### src/rtl/gf256_inv_sched_if.sv
// Request/result bundle between the two requesters and the shared GF(256) inverter.
interface gf256_inv_sched_if;
  logic [1:0] req;
  logic [7:0] x0;
  logic [7:0] x1;
  logic [1:0] gnt;
  logic       busy;
  logic       valid;
  logic       tag;
  logic [7:0] y;
  logic       zero;

  modport master (
    output req, x0, x1,
    input  gnt, busy, valid, tag, y, zero
  );

  modport slave (
    input  req, x0, x1,
    output gnt, busy, valid, tag, y, zero
  );
endinterface

### src/rtl/gf256_inv_sched.sv
// Shared GF(256) inverter: y = x^254 by seven square-and-multiply steps on one multiplier,
// with round-robin (or fixed-priority) arbitration between two tagged requesters.

module gf256_mult (
  input  logic [7:0] a,
  input  logic [7:0] b,
  output logic [7:0] p
);
  logic [7:0] a_sh;

  // Shift-and-add, reducing by x^8+x^4+x^3+x^2+1 each time a is doubled.
  always_comb begin
    p    = 8'h00;
    a_sh = a;
    for (int i = 0; i < 8; i++) begin
      if (b[i]) p = p ^ a_sh;
      a_sh = {a_sh[6:0], 1'b0} ^ (a_sh[7] ? 8'h1D : 8'h00);
    end
  end
endmodule

// state | meaning
// IDLE  | waiting for a request; grant is driven combinationally here
// SQ    | sq <= sq*sq
// MUL   | acc <= acc*sq; on step 7 the product is the result
module gf256_inv_sched #(
  parameter bit RR = 1'b1
) (
  input logic              clk,
  input logic              rst,
  gf256_inv_sched_if.slave bus
);
  typedef enum logic [1:0] {
    IDLE = 2'd0,
    SQ   = 2'd1,
    MUL  = 2'd2
  } state_t;

  state_t     state;
  logic [7:0] sq;
  logic [7:0] acc;
  logic [2:0] step;
  logic       owner;
  logic       last;
  logic       zero_op;

  logic       busy_q;
  logic       valid_q;
  logic       tag_q;
  logic [7:0] y_q;
  logic       zero_q;

  logic       win;
  logic       req_any;
  logic [7:0] x_win;
  logic [7:0] mul_a;
  logic [7:0] prod;

  assign req_any = |bus.req;

  // On a tie the round-robin variant favours whoever was not served last.
  always_comb begin
    win = 1'b0;
    if (bus.req == 2'b10)
      win = 1'b1;
    else if (bus.req == 2'b11 && RR)
      win = ~last;
  end

  assign x_win   = win ? bus.x1 : bus.x0;
  assign bus.gnt = (state == IDLE && req_any && !rst) ? (win ? 2'b10 : 2'b01) : 2'b00;

  assign mul_a = (state == MUL) ? acc : sq;

  gf256_mult u_mult (
    .a (mul_a),
    .b (sq),
    .p (prod)
  );

  always_ff @(posedge clk or posedge rst) begin
    if (rst) begin
      state   <= IDLE;
      sq      <= 8'h00;
      acc     <= 8'h00;
      step    <= 3'd0;
      owner   <= 1'b0;
      last    <= 1'b1;
      zero_op <= 1'b0;
      busy_q  <= 1'b0;
      valid_q <= 1'b0;
      tag_q   <= 1'b0;
      y_q     <= 8'h00;
      zero_q  <= 1'b0;
    end else begin
      valid_q <= 1'b0;
      case (state)
        IDLE: begin
          if (req_any) begin
            sq      <= x_win;
            acc     <= 8'h01;
            step    <= 3'd1;
            owner   <= win;
            last    <= win;
            zero_op <= (x_win == 8'h00);
            busy_q  <= 1'b1;
            state   <= SQ;
          end
        end
        SQ: begin
          sq    <= prod;
          state <= MUL;
        end
        MUL: begin
          if (step == 3'd7) begin
            y_q     <= prod;
            valid_q <= 1'b1;
            tag_q   <= owner;
            zero_q  <= zero_op;
            busy_q  <= 1'b0;
            state   <= IDLE;
          end else begin
            acc   <= prod;
            step  <= step + 3'd1;
            state <= SQ;
          end
        end
        default: state <= IDLE;
      endcase
    end
  end

  assign bus.busy  = busy_q;
  assign bus.valid = valid_q;
  assign bus.tag   = tag_q;
  assign bus.y     = y_q;
  assign bus.zero  = zero_q;
endmodule

### src/flat_wrapper.sv
// flat-port wrapper written by rule: the top's interface ports become plain ports
module gf256_inv_sched_flat 
#(
  parameter bit RR = 1'b1
)
  (clk, rst, bus_req, bus_x0, bus_x1, bus_gnt, bus_busy, bus_valid, bus_tag, bus_y, bus_zero);
  gf256_inv_sched_if bus_i ();
  input logic clk;
  input logic rst;
  input wire logic [$bits(bus_i.req)-1:0] bus_req;
  input wire logic [$bits(bus_i.x0)-1:0] bus_x0;
  input wire logic [$bits(bus_i.x1)-1:0] bus_x1;
  output wire logic [$bits(bus_i.gnt)-1:0] bus_gnt;
  output wire logic [$bits(bus_i.busy)-1:0] bus_busy;
  output wire logic [$bits(bus_i.valid)-1:0] bus_valid;
  output wire logic [$bits(bus_i.tag)-1:0] bus_tag;
  output wire logic [$bits(bus_i.y)-1:0] bus_y;
  output wire logic [$bits(bus_i.zero)-1:0] bus_zero;
  assign bus_i.req = bus_req;
  assign bus_i.x0 = bus_x0;
  assign bus_i.x1 = bus_x1;
  assign bus_gnt = bus_i.gnt;
  assign bus_busy = bus_i.busy;
  assign bus_valid = bus_i.valid;
  assign bus_tag = bus_i.tag;
  assign bus_y = bus_i.y;
  assign bus_zero = bus_i.zero;
  gf256_inv_sched #(.RR(RR)) u_core (.clk(clk), .rst(rst), .bus(bus_i));
endmodule
### config.mk
export PLATFORM = sky130hd
export DESIGN_NAME = gf256_inv_sched_flat
export DESIGN_NICKNAME = d
export VERILOG_FILES = /design/src/rtl/gf256_inv_sched_if.sv /design/src/rtl/gf256_inv_sched.sv /design/src/flat_wrapper.sv
export SDC_FILE = /design/constraint.sdc
export NUM_CORES = 1
export LEC_CHECK = 0
export BUFFER_PORTS_ARGS = -buffer_cell sky130_fd_sc_hd__buf_2
export CORE_MARGIN = 2
export CORE_UTILIZATION = 45
export DETAILED_ROUTE_END_ITERATION = 12
export GPL_ROUTABILITY_DRIVEN = 0
export PLACE_DENSITY = 0.62
export SETUP_SLACK_MARGIN = 0.02
export SLEW_MARGIN = 20
export SYNTH_ARGS = -nofsm -noshare
export SYNTH_HDL_FRONTEND = slang
export SYNTH_SLANG_ARGS = --single-unit
### constraint.sdc
create_clock -name clk -period 2.3 [get_ports clk]
set_input_delay 0.115 -clock clk [delete_from_list [all_inputs] [get_ports clk]]
set_output_delay 0.115 -clock clk [all_outputs]
set_load 0.005 [all_outputs]
# Word-level counts from Yosys, hierarchy flattened
# Index checks and enable logic that the tools add are counted.
[word_totals]
ff_bits = 36
inputBits = 20
out_inout_bits = 14
elab_cells = 86
[classes]
bitwise_logic = 15
addsub = 1
eq_ne = 8
mux = 37
reduce_logical = 13
[ops]
columns = ["cell", "n"]
rows = [
  ["$mux W8", 13],
  ["$xor A8 B5 Y8", 7],
  ["$xor A8 B8 Y8", 7],
  ["$mux W5", 7],
  ["$pmux W8 S2", 2],
  ["$logic_not A8 Y1", 1],
  ["$mux W1", 7],
  ["$eq A2 B2 Y1 const B", 3],
  ["$mux W2", 3],
  ["$mux W3", 2],
  ["$pmux W2 S3", 1],
  ["$pmux W3 S2", 1],
  ["$reduce_and A2 Y1", 3],
  ["$reduce_and A3 Y1", 2],
  ["$ne A2 B2 Y1 const B", 2],
  ["$reduce_bool A2 Y1", 2],
  ["$add A3 B1 Y3 const B", 1],
  ["$eq A3 B3 Y1 const B", 1],
  ["$eq A2 B1 Y1 const B", 1],
  ["$logic_and A1 B1 Y1", 2],
  ["$logic_not A2 Y1", 1],
  ["$ne A2 B1 Y1 const B", 1],
  ["$pmux W1 S2", 1],
  ["$reduce_or A2 Y1", 1],
  ["other kinds (2)", 2],
]

# Longest topological paths before layout
[logic_depth]
depth_word = 20
ltp_mapped = 11
depth_no_buf = 8

# Hierarchy
# Synthesis repeated with hierarchy kept, for this count alone.
[hier_totals]
hier_cells = 328
area_unflattened_um2 = 2975.4
[by_module_without_submodules]
columns = ["mod", "cells_each", "area_per_inst_um2", "n_inst", "seq_area_each_um2"]
rows = [
  ["gf256_inv_sched", 155, 1750.4, 1, 902.1],
  ["gf256_mult", 173, 1224.9, 1, 0.0],
]

# Least setup slack after synthesis
# OpenSTA, ideal clock, no wires.
[synth_path]
path_type = "register to register"
startpoint = "register u_core.state[0]"
endpoint = "register u_core.sq[4]"
path_slack_ns = -0.166
n_path_buf = 1
path_stages_with_launch = 10
required_ns = 2.174
t_arrival_ns = 2.340
period_less_slack_ns = 2.466
setup_time_ns = 0.126
path_cell_list = "dfrtp_1 nor2b_1 buf_4 mux2i_4 xor3_2 nand2_1 xnor2_1 xnor3_1 xor2_1 a221o_1"
[synth_between]
elab_chain_len = 19
word_cells_on_any_way = 37
cone_classes = "3 x eq/ne; 17 x mux; 14 x bitwise; 3 x reduce/logical"
[synth_rtl]
columns = ["element", "line", "source"]
rows = [
  ["start: declaration", "gf256_inv_sched.sv:39", "state_t state;"],
  ["start signal: assignment", "gf256_inv_sched.sv:83", "state <= IDLE;"],
  ["start signal: assignment", "gf256_inv_sched.sv:107", "state <= SQ;"],
  ["start signal: assignment", "gf256_inv_sched.sv:112", "state <= MUL;"],
  ["$eq A2 B2 Y1", "gf256_inv_sched.sv:73", "assign mul_a = (state == MUL) ? acc : sq;"],
  ["$mux W8", "gf256_inv_sched.sv:73", ""],
  ["$mux W5", "gf256_inv_sched.sv:17", "a_sh = {a_sh[6:0], 1'b0} ^ (a_sh[7] ? 8'h1D : 8'h00);"],
  ["$xor A8 B5 Y8", "gf256_inv_sched.sv:17", ""],
  ["$xor A8 B8 Y8", "gf256_inv_sched.sv:16", "if (b[i]) p = p ^ a_sh;"],
  ["$mux W8", "gf256_inv_sched.sv:16", ""],
  ["$xor A8 B8 Y8", "gf256_inv_sched.sv:16", ""],
  ["$mux W8", "gf256_inv_sched.sv:16", ""],
  ["[3 not listed]", "--", ""],
  ["$mux W8", "gf256_inv_sched.sv:16", ""],
  ["$xor A8 B8 Y8", "gf256_inv_sched.sv:16", ""],
  ["$mux W8", "gf256_inv_sched.sv:16", ""],
  ["$xor A8 B8 Y8", "gf256_inv_sched.sv:16", ""],
  ["$mux W8", "gf256_inv_sched.sv:16", ""],
  ["$xor A8 B8 Y8", "gf256_inv_sched.sv:16", ""],
  ["$mux W8", "gf256_inv_sched.sv:16", ""],
  ["$pmux W8 S2", "gf256_inv_sched.sv:97", "case (state)"],
  ["end signal: assignment", "gf256_inv_sched.sv:100", "sq <= x_win;"],
  ["end signal: assignment", "gf256_inv_sched.sv:111", "sq <= prod;"],
  ["end: declaration", "gf256_inv_sched.sv:40", "logic [7:0] sq;"],
]
# Parallel ways exist; a longest one is shown, timed or not.
# A chain may end at the register's enable or synchronous reset.

# Final worst setup path
[layout_path]
startpoint = "register u_core.state[1]"
endpoint = "register u_core.sq[4]"
# Same word-level chain as after synthesis.

==> qor.csv <==
stage;metric;value;unit
sta;setup_violations;22;
critical_path;max_stage_delay;0.45;ns
detailed_routing;met2_length;4440;µm
critical_path;crit_path_top_delay_cell;xnor3_1;
sta;finalCritPeriodShare;1.11;
layout;fin_nets;493;
critical_path;worstPathArrival;2.74;ns
layout;final_area;0.00443;mm²
sta;slew_violations;0;
clocking;cts.path.max_buffers;2;
clocking;cts.sinks;36;
synthesis;async_flop_share;1.00;
detailed_routing;drt_iter0_markers;157;
place;io_buffer_count;33;
critical_path;cp_top_family;XOR/XNOR gates;
clocking;root_buffer;clkbuf_8;
detailed_routing;wl_met1;3970;µm
detailed_routing;route.detailed.drc;0;
worst_hold_path;hold_start;bus_req[0];
worst_hold_path;hp-class;primary input to flop;
synthesis;synthTopCellsByCount;76 x nand2_1, 59 x xnor2_1, 35 x dfrtp_1;
synthesis;synth_area_leader_cell;dfrtp_1;
critical_path;end_kind;flop;
global_route;antenna_found_initial;0;
layout;instances_no_fill;568;
floorplanning;start_util;0.472;
floorplanning;dieWidth;88.9;µm
synthesis;yosysUniqueCellTypes;50;
floorplanning;core-area;0.00687;mm²
sta;worst_slew_pin_slew;0.530;ns
layout;n_fill_cell;569;
synthesis;synth_top_area_frac;0.270;
run;maxCapViolCount;0;
floorplanning;num_rows;30;
detailed_routing;route.met3.wl;460;µm
synthesis;yosys.area_share.simple;0.155;
sta;finalWorstSetupSlack;-0.260;ns
floorplanning;ios;34;
clocking;cts_made_buffers;5;
detailed_routing;first_pass_iters;4;
clocking;h-tree-depth;2;
detailed_routing;routed.top_layer;met4;
detailed_routing;wirelength;9080;µm
synthesis;seq_area_frac_synth;0.278;
layout;drive_above_1_share;0.383;
critical_path;crit_chain;buf_6 > nor2b_4 > mux2i_4 > nand2_2 > xor2_1 > xnor2_1 > xnor3_1 > xor2_2 > a221o_1;
synthesis;yosys.area_share.adder;0.00772;
global_route;grt_pass1_vias;2976;
sta;finalHoldViolations;0;
sta;max_freq;391;MHz
floorplanning;die_h;88.9;µm
global_route;grt_pass1_wl;14800;µm
synthesis;synth-seq-cells;36;
synthesis;syn_nets;390;
global_route;grt_max_degree;37;
critical_path;setup.worst_path.class;flop to flop;
synthesis;synth_xor_area_frac;0.271;
global_route;grt_usage;0.250;
synthesis;syn_area_per_cell;8.81;µm²
clocking;cts_tree;done;
status;violations;setup timing;
sta;fin_hold_ws;0.0114;ns
sta;clock_skew;0.00651;ns
layout;area_growth;36.6;%
synthesis;synth_top_family_by_area;XOR/XNOR gates;
synthesis;post-synth-top-count-cell;nand2_1;
place;place_area;0.00395;mm²
place;place_inst;544;
synthesis;synth-compound-area-share;0.125;
detailed_routing;wire_per_inst;16.0;µm
sta;final.min_clock_period;2.56;ns
critical_path;critPathMaxFanout;4;
synthesis;yosysWarnings;0;
status;status;finished with violations;
critical_path;startpoint;u_core.state[1]$_DFFE_PP0N_;
global_route;grt_overflow;0;
detailed_routing;ant_nets;0;
critical_path;cp.required;2.48;ns
synthesis;synth_edf_count;0;
synthesis;synthMuxAreaShare;0.108;
clocking;clk_latency;0.29;ns
layout;diodes;0;
detailed_routing;num_vias;2977;
layout;utilization;0.645;
synthesis;synth_area_leaders;dfrtp_1 27%, xnor2_1 16%, nand2_1 8.8%;
place;dp_hpwl;6910;µm
synthesis;synth_area;0.00324;mm²
critical_path;start_kind;flop;
critical_path;r2r_start;u_core.state[1]$_DFFE_PP0N_;
sta;relSlewSlack;0.645;
critical_path;worst-path-buf-inv;1;
synthesis;synthesis.instances;368;
sta;rsz0062_at_grt;true;
floorplanning;dieArea;0.00790;mm²
detailed_routing;drt-vias-per-instance;5.24;
clocking;path_clk_slew;0.07;ns
synthesis;synth_top_flop_cell;dfrtp_1;
-- logic make-up after synthesis --
family	count (synthesis)
AND/OR/NAND/NOR	121
XOR/XNOR	88
AO/OA/AOI/OAI	57
flip-flops	36
buffers and inverters	32
multiplexers	32
adder cells (fa/ha/maj)	2
-- sequential cells by signal, indices dropped and copies added (netlist names), 2 cells and up --
register / flops
u_core.acc: 8
u_core.bus.y: 8
u_core.sq: 8
u_core.state: 2
u_core.step: 3
-- worst paths after layout --
| path | endpoint | slack (ns) | depth (start not counted) |
|---|---|---|---|
| worst max-delay path | u_core.sq[4]$_DFFE_PP0P_ | -0.26 | 9 |
| worst max register to register | u_core.sq[4]$_DFFE_PP0P_ | -0.26 | 9 |
| worst min-delay path | u_core.last$_DFFE_PP1P_ | 0.01 | 2 |
| worst min register to register | u_core.step[0]$_DFFE_PP0P_ | 0.47 | 1 |
| max in group asynchronous | u_core.sq[7]$_DFFE_PP0P_ | 1.44 | 4 |
| min in group asynchronous | u_core.owner$_DFFE_PP0P_ | 0.51 | 4 |
-- cell type report --
class	count	area (µm²)	area share
clock buffers	6	72.6	0.0164
clock inverters	2	35.0	0.00791
inverters	6	22.5	0.00508
multi-input cells	300	2380	0.538
flip-flops and latches	36	908	0.205
well taps	96	120	0.0271
repair buffers	122	886	0.200
-- placed cells by master, fill, tap and decap left out, drive strengths merged, types with 7 or more instances in the layout --
cell type    n
o21ai       10
xnor2       61
mux2        11
nor2        23
mux2i       21
nand2       76
buf        121
a22o         7
dfrtp       35
xor2        21
a21oi       11
-- per-stage QoR --
step	worst slack, ns	setup TNS (ns)
after CTS	-0.203	-2.10
after floorplan	-0.132	-0.242
after global placement	-0.283	-3.98
after detailed placement	-0.317	-4.48
final	-0.260	-2.47
after global routing	-0.329	-5.02
-- layer usage --
layer  up-vias  global-route usage
li1       1441                   -
met1      1444               0.328
met2        78               0.435
met3        14              0.0280
met4         0              0.0716
met5         -                   0
-- repair_timing --
| item | 4_1_cts | 5_1_grt |
|---|---|---|
| buffers inserted | 14 | 2 |
| hold endpoints to repair | 35 | 0 |
| hold buffers | 1 | 0 |
| pin swaps | 21 | 9 |
| setup endpoints to repair | 24 | 24 |
| resized for setup | 44 | 12 |
Power is not shown: default switching activity piles up to over one toggle a cycle in this logic, so the estimate is an artifact.
